## src/rtl/exec_sequencer_if.sv

```systemverilog
// Instruction handshake, register-file bus and status outputs of exec_sequencer.
// master: the sequencer side; slave: fetch / register-file / observer side.
interface exec_sequencer_if #(
  parameter int DATA_W = 8,
  parameter int ADDR_W = 3
);
  logic [15:0]       instr;
  logic              instr_valid;
  logic              instr_ready;
  logic [ADDR_W-1:0] rf_a_add;
  logic [ADDR_W-1:0] rf_b_add;
  logic [ADDR_W-1:0] rf_d_add;
  logic [DATA_W-1:0] rf_data_a;
  logic [DATA_W-1:0] rf_data_b;
  logic [DATA_W-1:0] rf_wdata;
  logic              rf_we;
  logic              flag_z;
  logic              flag_c;
  logic              flag_n;
  logic              done;
  logic              illegal_op;

  modport master (
    input  instr, instr_valid, rf_data_a, rf_data_b,
    output instr_ready, rf_a_add, rf_b_add, rf_d_add, rf_wdata, rf_we,
           flag_z, flag_c, flag_n, done, illegal_op
  );

  modport slave (
    output instr, instr_valid, rf_data_a, rf_data_b,
    input  instr_ready, rf_a_add, rf_b_add, rf_d_add, rf_wdata, rf_we,
           flag_z, flag_c, flag_n, done, illegal_op
  );
endinterface

```

## src/rtl/exec_sequencer.sv

```systemverilog
// Execute/writeback sequencer for an 8x8 register file, one instruction in flight.
// Optional feature macro: EXEC_MUL_EN (opcode B = iterative shift-add multiply).
//
// state | meaning
// IDLE  | ready for a new instruction, latch it on valid
// READ  | register-file addresses presented
// EXEC  | read data sampled, result and flags registered
// MUL   | shift-add multiply, DATA_W cycles (EXEC_MUL_EN only)
// WB    | write strobe, done / illegal pulse, flags visible
module exec_sequencer #(
  parameter int DATA_W = 8,
  parameter int ADDR_W = 3
) (
  input  logic             clk,
  input  logic             rst_n,
  exec_sequencer_if.master bus
);

  typedef enum logic [2:0] {IDLE, READ, EXEC, MUL, WB} state_t;

  state_t            state, state_nxt;
  logic [3:0]        op_q;
  logic [DATA_W-1:0] imm_q;
  logic              we_q, ill_q;
  logic [DATA_W-1:0] wdata_q;
  logic              z_q, c_q, n_q;
  logic [ADDR_W-1:0] a_add_q, b_add_q, d_add_q;

  logic [DATA_W-1:0] alu_res;
  logic              alu_c, alu_wr, alu_zn, alu_setc, alu_ill, alu_mul;
  logic [DATA_W:0]   sum, diff;

`ifdef EXEC_MUL_EN
  localparam int CNT_W = (DATA_W > 1) ? $clog2(DATA_W) : 1;
  logic [2*DATA_W-1:0] mcand, acc, acc_nxt;
  logic [DATA_W-1:0]   mplier;
  logic [CNT_W-1:0]    mul_cnt;

  // Partial-product accumulation for the current multiplier bit
  always_comb begin
    acc_nxt = acc + (mplier[0] ? mcand : '0);
  end
`endif

  // State register
  always_ff @(posedge clk or negedge rst_n) begin
    if (!rst_n) state <= IDLE;
    else        state <= state_nxt;
  end

  // Next-state logic
  always_comb begin
    state_nxt = state;
    case (state)
      IDLE: if (bus.instr_valid) state_nxt = READ;
      READ: state_nxt = EXEC;
`ifdef EXEC_MUL_EN
      EXEC: state_nxt = (op_q == 4'hB) ? MUL : WB;
      MUL:  if (mul_cnt == '0) state_nxt = WB;
`else
      EXEC: state_nxt = WB;
      MUL:  state_nxt = IDLE;
`endif
      WB:   state_nxt = IDLE;
      default: state_nxt = IDLE;
    endcase
  end

  // ALU: result plus which of write / Z,N / C this opcode updates
  always_comb begin
    sum      = {1'b0, bus.rf_data_a} + {1'b0, bus.rf_data_b};
    diff     = {1'b0, bus.rf_data_a} - {1'b0, bus.rf_data_b};
    alu_res  = '0;
    alu_c    = 1'b0;
    alu_wr   = 1'b0;
    alu_zn   = 1'b0;
    alu_setc = 1'b0;
    alu_ill  = 1'b0;
    alu_mul  = 1'b0;
    case (op_q)
      4'h0: ;
      4'h1: begin alu_res = sum[DATA_W-1:0];  alu_c = sum[DATA_W];  alu_wr = 1'b1; alu_zn = 1'b1; alu_setc = 1'b1; end
      4'h2: begin alu_res = diff[DATA_W-1:0]; alu_c = diff[DATA_W]; alu_wr = 1'b1; alu_zn = 1'b1; alu_setc = 1'b1; end
      4'h3: begin alu_res = bus.rf_data_a & bus.rf_data_b; alu_wr = 1'b1; alu_zn = 1'b1; alu_setc = 1'b1; end
      4'h4: begin alu_res = bus.rf_data_a | bus.rf_data_b; alu_wr = 1'b1; alu_zn = 1'b1; alu_setc = 1'b1; end
      4'h5: begin alu_res = bus.rf_data_a ^ bus.rf_data_b; alu_wr = 1'b1; alu_zn = 1'b1; alu_setc = 1'b1; end
      4'h6: begin alu_res = {bus.rf_data_a[DATA_W-2:0], 1'b0}; alu_c = bus.rf_data_a[DATA_W-1]; alu_wr = 1'b1; alu_zn = 1'b1; alu_setc = 1'b1; end
      4'h7: begin alu_res = {1'b0, bus.rf_data_a[DATA_W-1:1]}; alu_c = bus.rf_data_a[0]; alu_wr = 1'b1; alu_zn = 1'b1; alu_setc = 1'b1; end
      4'h8: begin alu_res = imm_q;         alu_wr = 1'b1; alu_zn = 1'b1; end
      4'h9: begin alu_res = bus.rf_data_a; alu_wr = 1'b1; alu_zn = 1'b1; end
      4'hA: begin alu_res = diff[DATA_W-1:0]; alu_c = diff[DATA_W]; alu_zn = 1'b1; alu_setc = 1'b1; end
`ifdef EXEC_MUL_EN
      4'hB: alu_mul = 1'b1;
`endif
      default: alu_ill = 1'b1;
    endcase
  end

  // Instruction latch, result/flag registers and multiplier datapath
  always_ff @(posedge clk or negedge rst_n) begin
    if (!rst_n) begin
      op_q    <= '0;
      imm_q   <= '0;
      a_add_q <= '0;
      b_add_q <= '0;
      d_add_q <= '0;
      we_q    <= 1'b0;
      ill_q   <= 1'b0;
      wdata_q <= '0;
      z_q     <= 1'b0;
      c_q     <= 1'b0;
      n_q     <= 1'b0;
`ifdef EXEC_MUL_EN
      mcand   <= '0;
      acc     <= '0;
      mplier  <= '0;
      mul_cnt <= '0;
`endif
    end else begin
      if (state == IDLE && bus.instr_valid) begin
        op_q    <= bus.instr[15:12];
        imm_q   <= bus.instr[DATA_W-1:0];
        d_add_q <= bus.instr[11:9];
        a_add_q <= bus.instr[8:6];
        b_add_q <= bus.instr[5:3];
      end
      if (state == EXEC) begin
        we_q  <= alu_wr | alu_mul;
        ill_q <= alu_ill;
        if (alu_wr)   wdata_q <= alu_res;
        if (alu_zn)   begin z_q <= (alu_res == '0); n_q <= alu_res[DATA_W-1]; end
        if (alu_setc) c_q <= alu_c;
`ifdef EXEC_MUL_EN
        mcand   <= {{DATA_W{1'b0}}, bus.rf_data_a};
        mplier  <= bus.rf_data_b;
        acc     <= '0;
        mul_cnt <= CNT_W'(DATA_W - 1);
`endif
      end
`ifdef EXEC_MUL_EN
      if (state == MUL) begin
        acc     <= acc_nxt;
        mcand   <= mcand << 1;
        mplier  <= mplier >> 1;
        mul_cnt <= mul_cnt - 1'b1;
        if (mul_cnt == '0) begin
          wdata_q <= acc_nxt[DATA_W-1:0];
          z_q     <= (acc_nxt[DATA_W-1:0] == '0);
          n_q     <= acc_nxt[DATA_W-1];
          c_q     <= |acc_nxt[2*DATA_W-1:DATA_W];
        end
      end
`endif
    end
  end

  assign bus.instr_ready = (state == IDLE);
  assign bus.rf_a_add    = a_add_q;
  assign bus.rf_b_add    = b_add_q;
  assign bus.rf_d_add    = d_add_q;
  assign bus.rf_wdata    = wdata_q;
  assign bus.rf_we       = (state == WB) && we_q;
  assign bus.done        = (state == WB);
  assign bus.illegal_op  = (state == WB) && ill_q;
  assign bus.flag_z      = z_q;
  assign bus.flag_c      = c_q;
  assign bus.flag_n      = n_q;

endmodule

```

## src/flat_wrapper.sv

```systemverilog
// flat-port wrapper written by rule: the top's interface ports become plain ports
module exec_sequencer_flat 
#(
  parameter int DATA_W = 8,
  parameter int ADDR_W = 3
)
  (clk, rst_n, bus_instr, bus_instr_valid, bus_rf_data_a, bus_rf_data_b, bus_instr_ready, bus_rf_a_add, bus_rf_b_add, bus_rf_d_add, bus_rf_wdata, bus_rf_we, bus_flag_z, bus_flag_c, bus_flag_n, bus_done, bus_illegal_op);
  exec_sequencer_if #(.DATA_W(DATA_W), .ADDR_W(ADDR_W)) bus_i ();
  input  logic clk;
  input  logic rst_n;
  input wire logic [$bits(bus_i.instr)-1:0] bus_instr;
  input wire logic [$bits(bus_i.instr_valid)-1:0] bus_instr_valid;
  input wire logic [$bits(bus_i.rf_data_a)-1:0] bus_rf_data_a;
  input wire logic [$bits(bus_i.rf_data_b)-1:0] bus_rf_data_b;
  output wire logic [$bits(bus_i.instr_ready)-1:0] bus_instr_ready;
  output wire logic [$bits(bus_i.rf_a_add)-1:0] bus_rf_a_add;
  output wire logic [$bits(bus_i.rf_b_add)-1:0] bus_rf_b_add;
  output wire logic [$bits(bus_i.rf_d_add)-1:0] bus_rf_d_add;
  output wire logic [$bits(bus_i.rf_wdata)-1:0] bus_rf_wdata;
  output wire logic [$bits(bus_i.rf_we)-1:0] bus_rf_we;
  output wire logic [$bits(bus_i.flag_z)-1:0] bus_flag_z;
  output wire logic [$bits(bus_i.flag_c)-1:0] bus_flag_c;
  output wire logic [$bits(bus_i.flag_n)-1:0] bus_flag_n;
  output wire logic [$bits(bus_i.done)-1:0] bus_done;
  output wire logic [$bits(bus_i.illegal_op)-1:0] bus_illegal_op;
  assign bus_i.instr = bus_instr;
  assign bus_i.instr_valid = bus_instr_valid;
  assign bus_i.rf_data_a = bus_rf_data_a;
  assign bus_i.rf_data_b = bus_rf_data_b;
  assign bus_instr_ready = bus_i.instr_ready;
  assign bus_rf_a_add = bus_i.rf_a_add;
  assign bus_rf_b_add = bus_i.rf_b_add;
  assign bus_rf_d_add = bus_i.rf_d_add;
  assign bus_rf_wdata = bus_i.rf_wdata;
  assign bus_rf_we = bus_i.rf_we;
  assign bus_flag_z = bus_i.flag_z;
  assign bus_flag_c = bus_i.flag_c;
  assign bus_flag_n = bus_i.flag_n;
  assign bus_done = bus_i.done;
  assign bus_illegal_op = bus_i.illegal_op;
  exec_sequencer #(.DATA_W(DATA_W), .ADDR_W(ADDR_W)) u_core (.clk(clk), .rst_n(rst_n), .bus(bus_i));
endmodule
```

## config.mk

```make
export PLATFORM = sky130hd
export DESIGN_NAME = exec_sequencer_flat
export DESIGN_NICKNAME = d
export VERILOG_FILES = /design/src/rtl/exec_sequencer_if.sv /design/src/rtl/exec_sequencer.sv /design/src/flat_wrapper.sv
export SDC_FILE = /design/constraint.sdc
export NUM_CORES = 1
export LEC_CHECK = 0
export CORE_UTILIZATION = 39
export CTS_CLUSTER_SIZE = 40
export DETAILED_ROUTE_END_ITERATION = 7
export DONT_BUFFER_PORTS = 1
export GPL_TIMING_DRIVEN = 0
export HOLD_SLACK_MARGIN = 0.15
export SLEW_MARGIN = 20
export SYNTH_ARGS = -nofsm -noshare
export SYNTH_HDL_FRONTEND = slang
export SYNTH_SLANG_ARGS = --single-unit
```

## constraint.sdc

```tcl
create_clock -name clk -period 4.03 [get_ports clk]
set_input_delay 0 -clock clk [delete_from_list [all_inputs] [get_ports clk]]
set_output_delay 0 -clock clk [all_outputs]
set_load 0.1 [all_outputs]
```

---- Word-level counts from Yosys, hierarchy flattened ----
Index checks and enable logic that the tools add are counted.
operators by class
  bitwise logic cells ..................... 3
  reduce and logical (&&, ||, !) cells .... 14
  multiplexer cells ....................... 8
  add/subtract/negate cells ............... 2
  eq/ne operators ......................... 14
operators by type and width
  kind                  count
  $pmux W8 S9           1
  $eq A4 B3 Y1 const B  4
  $eq A4 B4 Y1 const B  3
  $reduce_or A11 Y1     1
  $reduce_or A10 Y1     1
  $add A8 B8 Y9         1
  $pmux W3 S3           1
  $reduce_or A9 Y1      1
  $sub A8 B8 Y9         1
  $and A8 B8 Y8         1
  $eq A4 B2 Y1 const B  2
  $logic_not A8 Y1      1
  $or A8 B8 Y8          1
  $reduce_or A8 Y1      1
  $xor A8 B8 Y8         1
  $reduce_and A2 Y1     3
  $eq A4 B1 Y1 const B  1
  $logic_not A4 Y1      1
  $mux W1               4
  $pmux W1 S4           1
  $eq A3 B1 Y1 const B  1
  $eq A3 B2 Y1 const B  1
  $eq A3 B3 Y1 const B  1
  $logic_and A1 B1 Y1   3
  other kinds (4)       4
storage, ports and cells
  flip-flop bits (word level) ............. 37
  word-level logic and storage cells ...... 53
  bits of input ports ..................... 35

---- Longest topological paths before layout ----
  word-level depth ........................ 4
  depth in mapped cells ................... 10
  gate-level depth less buffers ........... 10

---- Least setup slack after synthesis ----
OpenSTA, ideal clock, no wires.
  path kind ............................... register -> register
  from .................................... register u_core.state[2]
  to ...................................... register u_core.d_add_q[0], in the netlist u_core.bus.rf_d_add[0]
  arrival time ............................ 3,554 ps
  cell stages (with the launch flop) ...... 6
  buffers on the path ..................... 2
  slack ................................... 350 ps
  path through ............................ dfrtp_1 > nor3_1 > and2_1 > buf_2 > buf_2 > mux2_2
on the way
  longest elaborated chain between the ends .. 2
RTL lines
  item                    line                   source
  start, declared         exec_sequencer.sv:21   state_t state, state_nxt;
  start signal, assigned  exec_sequencer.sv:48   else state <= state_nxt;
  $logic_not A3 Y1        --
  net bus_instr_ready     flat_wrapper.sv:15     output wire logic [$bits(bus_i.instr_ready)-1:0] bus_instr_ready;
  $logic_and A1 B1 Y1     exec_sequencer.sv:120  if (state == IDLE && bus.instr_valid) begin
  end signal, assigned    exec_sequencer.sv:123  d_add_q <= bus.instr[11:9];
  end, declared           exec_sequencer.sv:27   logic [ADDR_W-1:0] a_add_q, b_add_q, d_add_q;
The timed path passes the listed nets, and every way through them passes these cells.
A chain may end at the register's enable or synchronous reset.

---- Final worst setup path ----
  from .................................... register u_core.op_q[1]
  to ...................................... register u_core.z_q, in the netlist u_core.bus.flag_z
on the way
  longest elaborated chain between the ends .. 4
  elaborated cells between the ends (all ways) .. 16
  those cells by class .................... eq/ne: 10; mux: 2; reduce/logical: 4
RTL lines
  item                                                                           line                   source
  start, declared                                                                exec_sequencer.sv:22   logic [3:0] op_q;
  start signal, assigned                                                         exec_sequencer.sv:121  op_q <= bus.instr[15:12];
  $eq A4 B2 Y1, or another cell as far along                                     exec_sequencer.sv:80   case (op_q)
  $reduce_or A2 Y1 (no source line) / $reduce_or A10 Y1 (equally long branches)  --
  $pmux W8 S9 / $mux W1 (equally long branches)                                  exec_sequencer.sv:80
  $logic_not A8 Y1 / $reduce_and A2 Y1 (equally long branches)                   --
  end signal, assigned                                                           exec_sequencer.sv:131  if (alu_zn) begin z_q <= (alu_res == '0); n_q <= alu_res[DATA_W-1]; end
  end, declared                                                                  exec_sequencer.sv:26   logic z_q, c_q, n_q;
Several ways; a longest one is shown, not always the timed one.

==> results <==
- The repair_antennas step left the layout with diodes totalling 0.
- The number of H-tree levels is 2.
- The total overflow left after global routing is 0.
- The total count of max-transition violations in the final report is 0.
- In the final layout, flip-flops and latches occupy about 800 sq um.
- The most prevalent standard cell on the critical path is sky130_fd_sc_hd__nor2_1.
- Post-CTS repair changed the size of 0 cells.
- The clock transition at the registers of the reported paths is 0.06 ns.
- The area of the die is 7870 sq um.
- Together, buffers and inverters on the worst path number 2.
- In this run, synthesis produced a sequential element count of 32.
- In the finished design, the share of the clock period the worst path needs comes to 0.557.
- The required time of the critical path is approximately 4.2 ns.
- The largest total area in the synthesized netlist belongs to sky130_fd_sc_hd__dfrtp_1.
- The final number of hold-violating endpoints is 0.
- The finished layout cell area is roughly 3400 sq um.
- The final setup violation count is 0.
- For this design the static power due to leakage is between 1 and 1.5 nW.
- The data arrival time of the critical path is between 2 and 2.5 ns.
- The first-pass detailed-route iteration total is 5.
- The total standard cell area after synthesis is between 2000 and 3000 sq um.
- The worst-path cell with the longest stage delay is sky130_fd_sc_hd__a211oi_1.
- For this run, the register share of the synthesized area comes to 0.273.
- The dominant register cell in the synthesized netlist is sky130_fd_sc_hd__dfrtp_1.
- The placer's final routability congestion estimate is 0.968.
- For the worst-skew pair, the clock arrives at the later sink with an insertion delay of about 0.28 ns.
- The mean area per synthesized cell is roughly 9.0 sq um.
- The post-synthesis async set-or-reset flop share is 1.00.
- The total number of clock tree sinks is 32.
- By startpoint and endpoint, the worst setup path is classified as flip-flop to flip-flop.
- At the pin with the least slew margin, the transition time is ~0.96 ns.
- Power spread over the standard cell area amounts to about 840 nW/um^2.
- The number of inserted filler cells in the final layout is between 700 and 800.
- After the first detailed-routing iteration, the DRC count stood at around 200.
- The number of nets in the synthesized netlist is 386.
- The number of global-route vias before repair came to 2541.
- The area growth from synthesis to layout is 16.1%.
- Setup repair after global routing left no endpoint under its margin.
- The estimated wirelength of the detail-placed design is 6080 microns.
- Buffers placed on the I/O ports in this run total 0.
- In this run the count of I/O pins placed on the die edge is 59.
- The number of clock buffers inserted by TritonCTS is 5.
- The final net count is between 400 and 500.
- The number of enable flip-flop cells after synthesis is 0.
- The count of cell types in the netlist is between 60 and 70.
- The die is about 89 microns wide.
- For this block, the routed nets add up to 7920 microns of wire.
- The flow ran to the end, and the final reports show no timing, DRC or antenna violations.
- The design draws about 2.9 mW.
- TritonCTS built the clock tree.
- The critical path goes through buf_6 > buf_2 > nand2_1 > nor2_1 > a22oi_1 > nor2_1 > a211oi_1 > nand4_1 > o41ai_2.
- In the routed layout, each cell is associated on average with a via count of 5.57.
- The startpoint type of the worst setup path is a flip-flop.
- The family with the most delay on the worst path is compound AO/OA/AOI/OAI gates.
- The max-slew headroom at the worst pin is 0.366.
- The largest single stage delay on the critical path is around 0.49 ns.
- No sink is reached through more buffers than the 2 on the longest clock path.
- For this run, the total global-route usage over all layers was measured as 0.213.
- The die boundary height is 88.7 microns.
- The critical path capture point type is a flip-flop.
- The tool flagged a number of max-cap violations equal to 0.
- The initial antenna violation count came to 0.
- For this run, the number of Yosys warnings is 0.
- The initial core utilization is 0.404.
- The number of cells on the worst reg-to-reg path is 9.
- The worst supply voltage drop on vdd is 0.508 mV.
- The core region is between 7000 and 8000 sq um.
- Summing all multi-input logic gate instances after layout gives 1850 sq um.
- Derived from the worst setup path, the maximum achievable clock frequency is between 400 and 500 MHz.
- The buffer type at the clock tree root is sky130_fd_sc_hd__clkbuf_8.
- The maximum number of pins on one net before global-route repair is 33.
- Summed over all failing endpoints, the final setup total negative slack is 0 ns.
- In the final layout, the share of cells above drive strength 1 is 0.199.
- After detailed routing, the average wire length per cell comes to about 17 microns.
- The instance count of the mapped netlist is around 330.
- The first-pass GRT wire length is 12700 microns.
- The routed layout has between 2k and 3k vias.
- Along the worst path, the maximum fanout reaches 10.
- Ranked by total cell area, the synthesized netlist is headed by sky130_fd_sc_hd__dfrtp_1, sky130_fd_sc_hd__ha_1, sky130_fd_sc_hd__mux2_2.
- The endpoint of the most critical register-to-register path is u_core.bus.flag_z.
- The path type of the worst min-delay path is primary input to asynchronous set/reset pin.
- The beginning of the worst register-to-register path is u_core.op_q[1].
- The top-area cell type share of the netlist area is 0.273.
- The reg-to-reg setup timing slack is about 1.8 ns.
- Once detail routing completed, the nets flagged for antenna violations numbered 0.
- The floorplan has 31 rows.
- In this run the cell area measured after placement is roughly 3100 sq um.
- The worst path in the final design needs a cycle of 2.25 ns, including I/O delays and setup.
- Between clock sinks in the finished design, the worst skew comes to approximately 0.0026 ns.
- In the routed design, unresolved DRC markers number 0.
how the worst max path moves through the flow:
stage	start	endpoint	depth (start not counted)
3_5_place_dp	bus_rf_data_a[0]	u_core.bus.flag_z	10
4_1_cts	u_core.op_q[1]	u_core.bus.flag_z	9
5_1_grt	u_core.op_q[1]	u_core.bus.flag_z	9
6_report	u_core.op_q[1]	u_core.bus.flag_z	9
3_3_place_gp	u_core.state[2]	u_core.bus.rf_b_add[0]	5
2_1_floorplan	u_core.state[2]	u_core.bus.rf_d_add[0]	5
final cells by class:
cell class	count	area share
multi-input combinational	242	0.543
sequential	32	0.235
timing repair buffer	24	0.0765
buffer	24	0.0566
tap	99	0.0364
inverter	27	0.0298
clock buffer	6	0.0213
clock inverter	1	0.00147
cell usage in the layout (no fill, tap or decap), types with 3 or more instances in the layout:
master | netlist | final
sky130_fd_sc_hd__nor3b_1 | 5 | 4
sky130_fd_sc_hd__buf_4 | 6 | 6
sky130_fd_sc_hd__mux2i_1 | 4 | 4
sky130_fd_sc_hd__o22ai_1 | 4 | 4
sky130_fd_sc_hd__dlygate4sd3_1 | 0 | 21
sky130_fd_sc_hd__inv_1 | 25 | 25
sky130_fd_sc_hd__a211oi_1 | 3 | 3
sky130_fd_sc_hd__and2_1 | 3 | 3
sky130_fd_sc_hd__nand2_1 | 25 | 25
sky130_fd_sc_hd__clkbuf_1 | 3 | 4
sky130_fd_sc_hd__a22oi_1 | 6 | 6
sky130_fd_sc_hd__o32ai_1 | 3 | 3
sky130_fd_sc_hd__dfrtp_1 | 32 | 32
sky130_fd_sc_hd__nor3_1 | 4 | 3
sky130_fd_sc_hd__nor2_1 | 25 | 25
sky130_fd_sc_hd__a21oi_1 | 13 | 13
sky130_fd_sc_hd__buf_2 | 7 | 7
sky130_fd_sc_hd__nor2b_1 | 7 | 7
sky130_fd_sc_hd__ha_1 | 24 | 24
sky130_fd_sc_hd__xnor2_1 | 5 | 5
sky130_fd_sc_hd__mux2_2 | 18 | 18
sky130_fd_sc_hd__buf_6 | 6 | 6
sky130_fd_sc_hd__nand4_1 | 3 | 3
sky130_fd_sc_hd__o21ai_0 | 20 | 20
sky130_fd_sc_hd__clkbuf_8 | 1 | 6
sky130_fd_sc_hd__nand2b_1 | 6 | 6
sky130_fd_sc_hd__nand3_1 | 10 | 10
sky130_fd_sc_hd__a31oi_1 | 3 | 3
sky130_fd_sc_hd__or4_1 | 4 | 4
sky130_fd_sc_hd__o211ai_1 | 3 | 3
sky130_fd_sc_hd__a221oi_1 | 3 | 3
cell usage after synthesis, types with 4 or more instances:
| library cell | number |
|---|---|
| sky130_fd_sc_hd__buf_6 | 6 |
| sky130_fd_sc_hd__buf_2 | 7 |
| sky130_fd_sc_hd__xnor2_1 | 5 |
| sky130_fd_sc_hd__or4_1 | 4 |
| sky130_fd_sc_hd__dfrtp_1 | 32 |
| sky130_fd_sc_hd__o21ai_0 | 20 |
| sky130_fd_sc_hd__nand3_1 | 10 |
| sky130_fd_sc_hd__ha_1 | 24 |
| sky130_fd_sc_hd__nor2_1 | 25 |
| sky130_fd_sc_hd__o22ai_1 | 4 |
| sky130_fd_sc_hd__inv_1 | 25 |
| sky130_fd_sc_hd__a21oi_1 | 13 |
| sky130_fd_sc_hd__nor3b_1 | 5 |
| sky130_fd_sc_hd__mux2i_1 | 4 |
| sky130_fd_sc_hd__mux2_2 | 18 |
| sky130_fd_sc_hd__nor2b_1 | 7 |
| sky130_fd_sc_hd__nor3_1 | 4 |
| sky130_fd_sc_hd__buf_4 | 6 |
| sky130_fd_sc_hd__nand2_1 | 25 |
| sky130_fd_sc_hd__a22oi_1 | 6 |
| sky130_fd_sc_hd__nand2b_1 | 6 |
logic make-up after synthesis:
logic type      Yosys count  share of synthesized area
buf+inv                  51                      0.100
fa+ha+maj                26                      0.116
mux                      24                     0.0943
flops                    32                      0.273
compound gates           83                      0.213
simple gates            104                      0.188
xor+xnor                  5                     0.0149
metal layers:
metal,up-vias,track usage,share of wire
li1,1216,-,-
met1,1218,0.285,0.45
met2,90,0.349,0.47
met3,12,0.0457,0.065
met4,0,0.0499,0.014
met5,-,0,0
power by group:
| part | internal, mW | total (mW) | switching [mW] |
|---|---|---|---|
| Sequential | 0.461 | 1.07 | 0.608 |
| Combinational | 0.575 | 1.57 | 0.992 |
| Clock | 0.117 | 0.229 | 0.112 |
sequential cells by signal, summed over array words and instances, names as in the netlist, 2 cells and up:
| register | count |
|---|---|
| u_core.bus.rf_wdata | 8 |
| u_core.imm_q | 4 |
| u_core.op_q | 4 |
| u_core.bus.rf_a_add | 3 |
| u_core.bus.rf_d_add | 3 |
| u_core.state | 3 |
| u_core.bus.rf_b_add | 2 |
metrics by stage:
stage / setup WS (ns) / hold WS [ns] / util / std cells
final: 1.78 / 0.167 / 0.469 / 455
after global routing: 1.67 / 0.171 / 0.469 / 455
after floorplan: 0.350 / -0.296 / - / 325
after detailed placement: 1.82 / -0.295 / 0.427 / 426
after global placement: 0.121 / -0.295 / 0.421 / 424
after CTS: 1.82 / 0.154 / 0.469 / 455
repair_timing:
| item | 4_1_cts | 5_1_grt |
|---|---|---|
| hold buffers | 22 | 0 |
| endpoints found under the hold margin | 53 | 0 |
| setup buffers | 0 | 0 |
(Power assumes the default switching activity.)
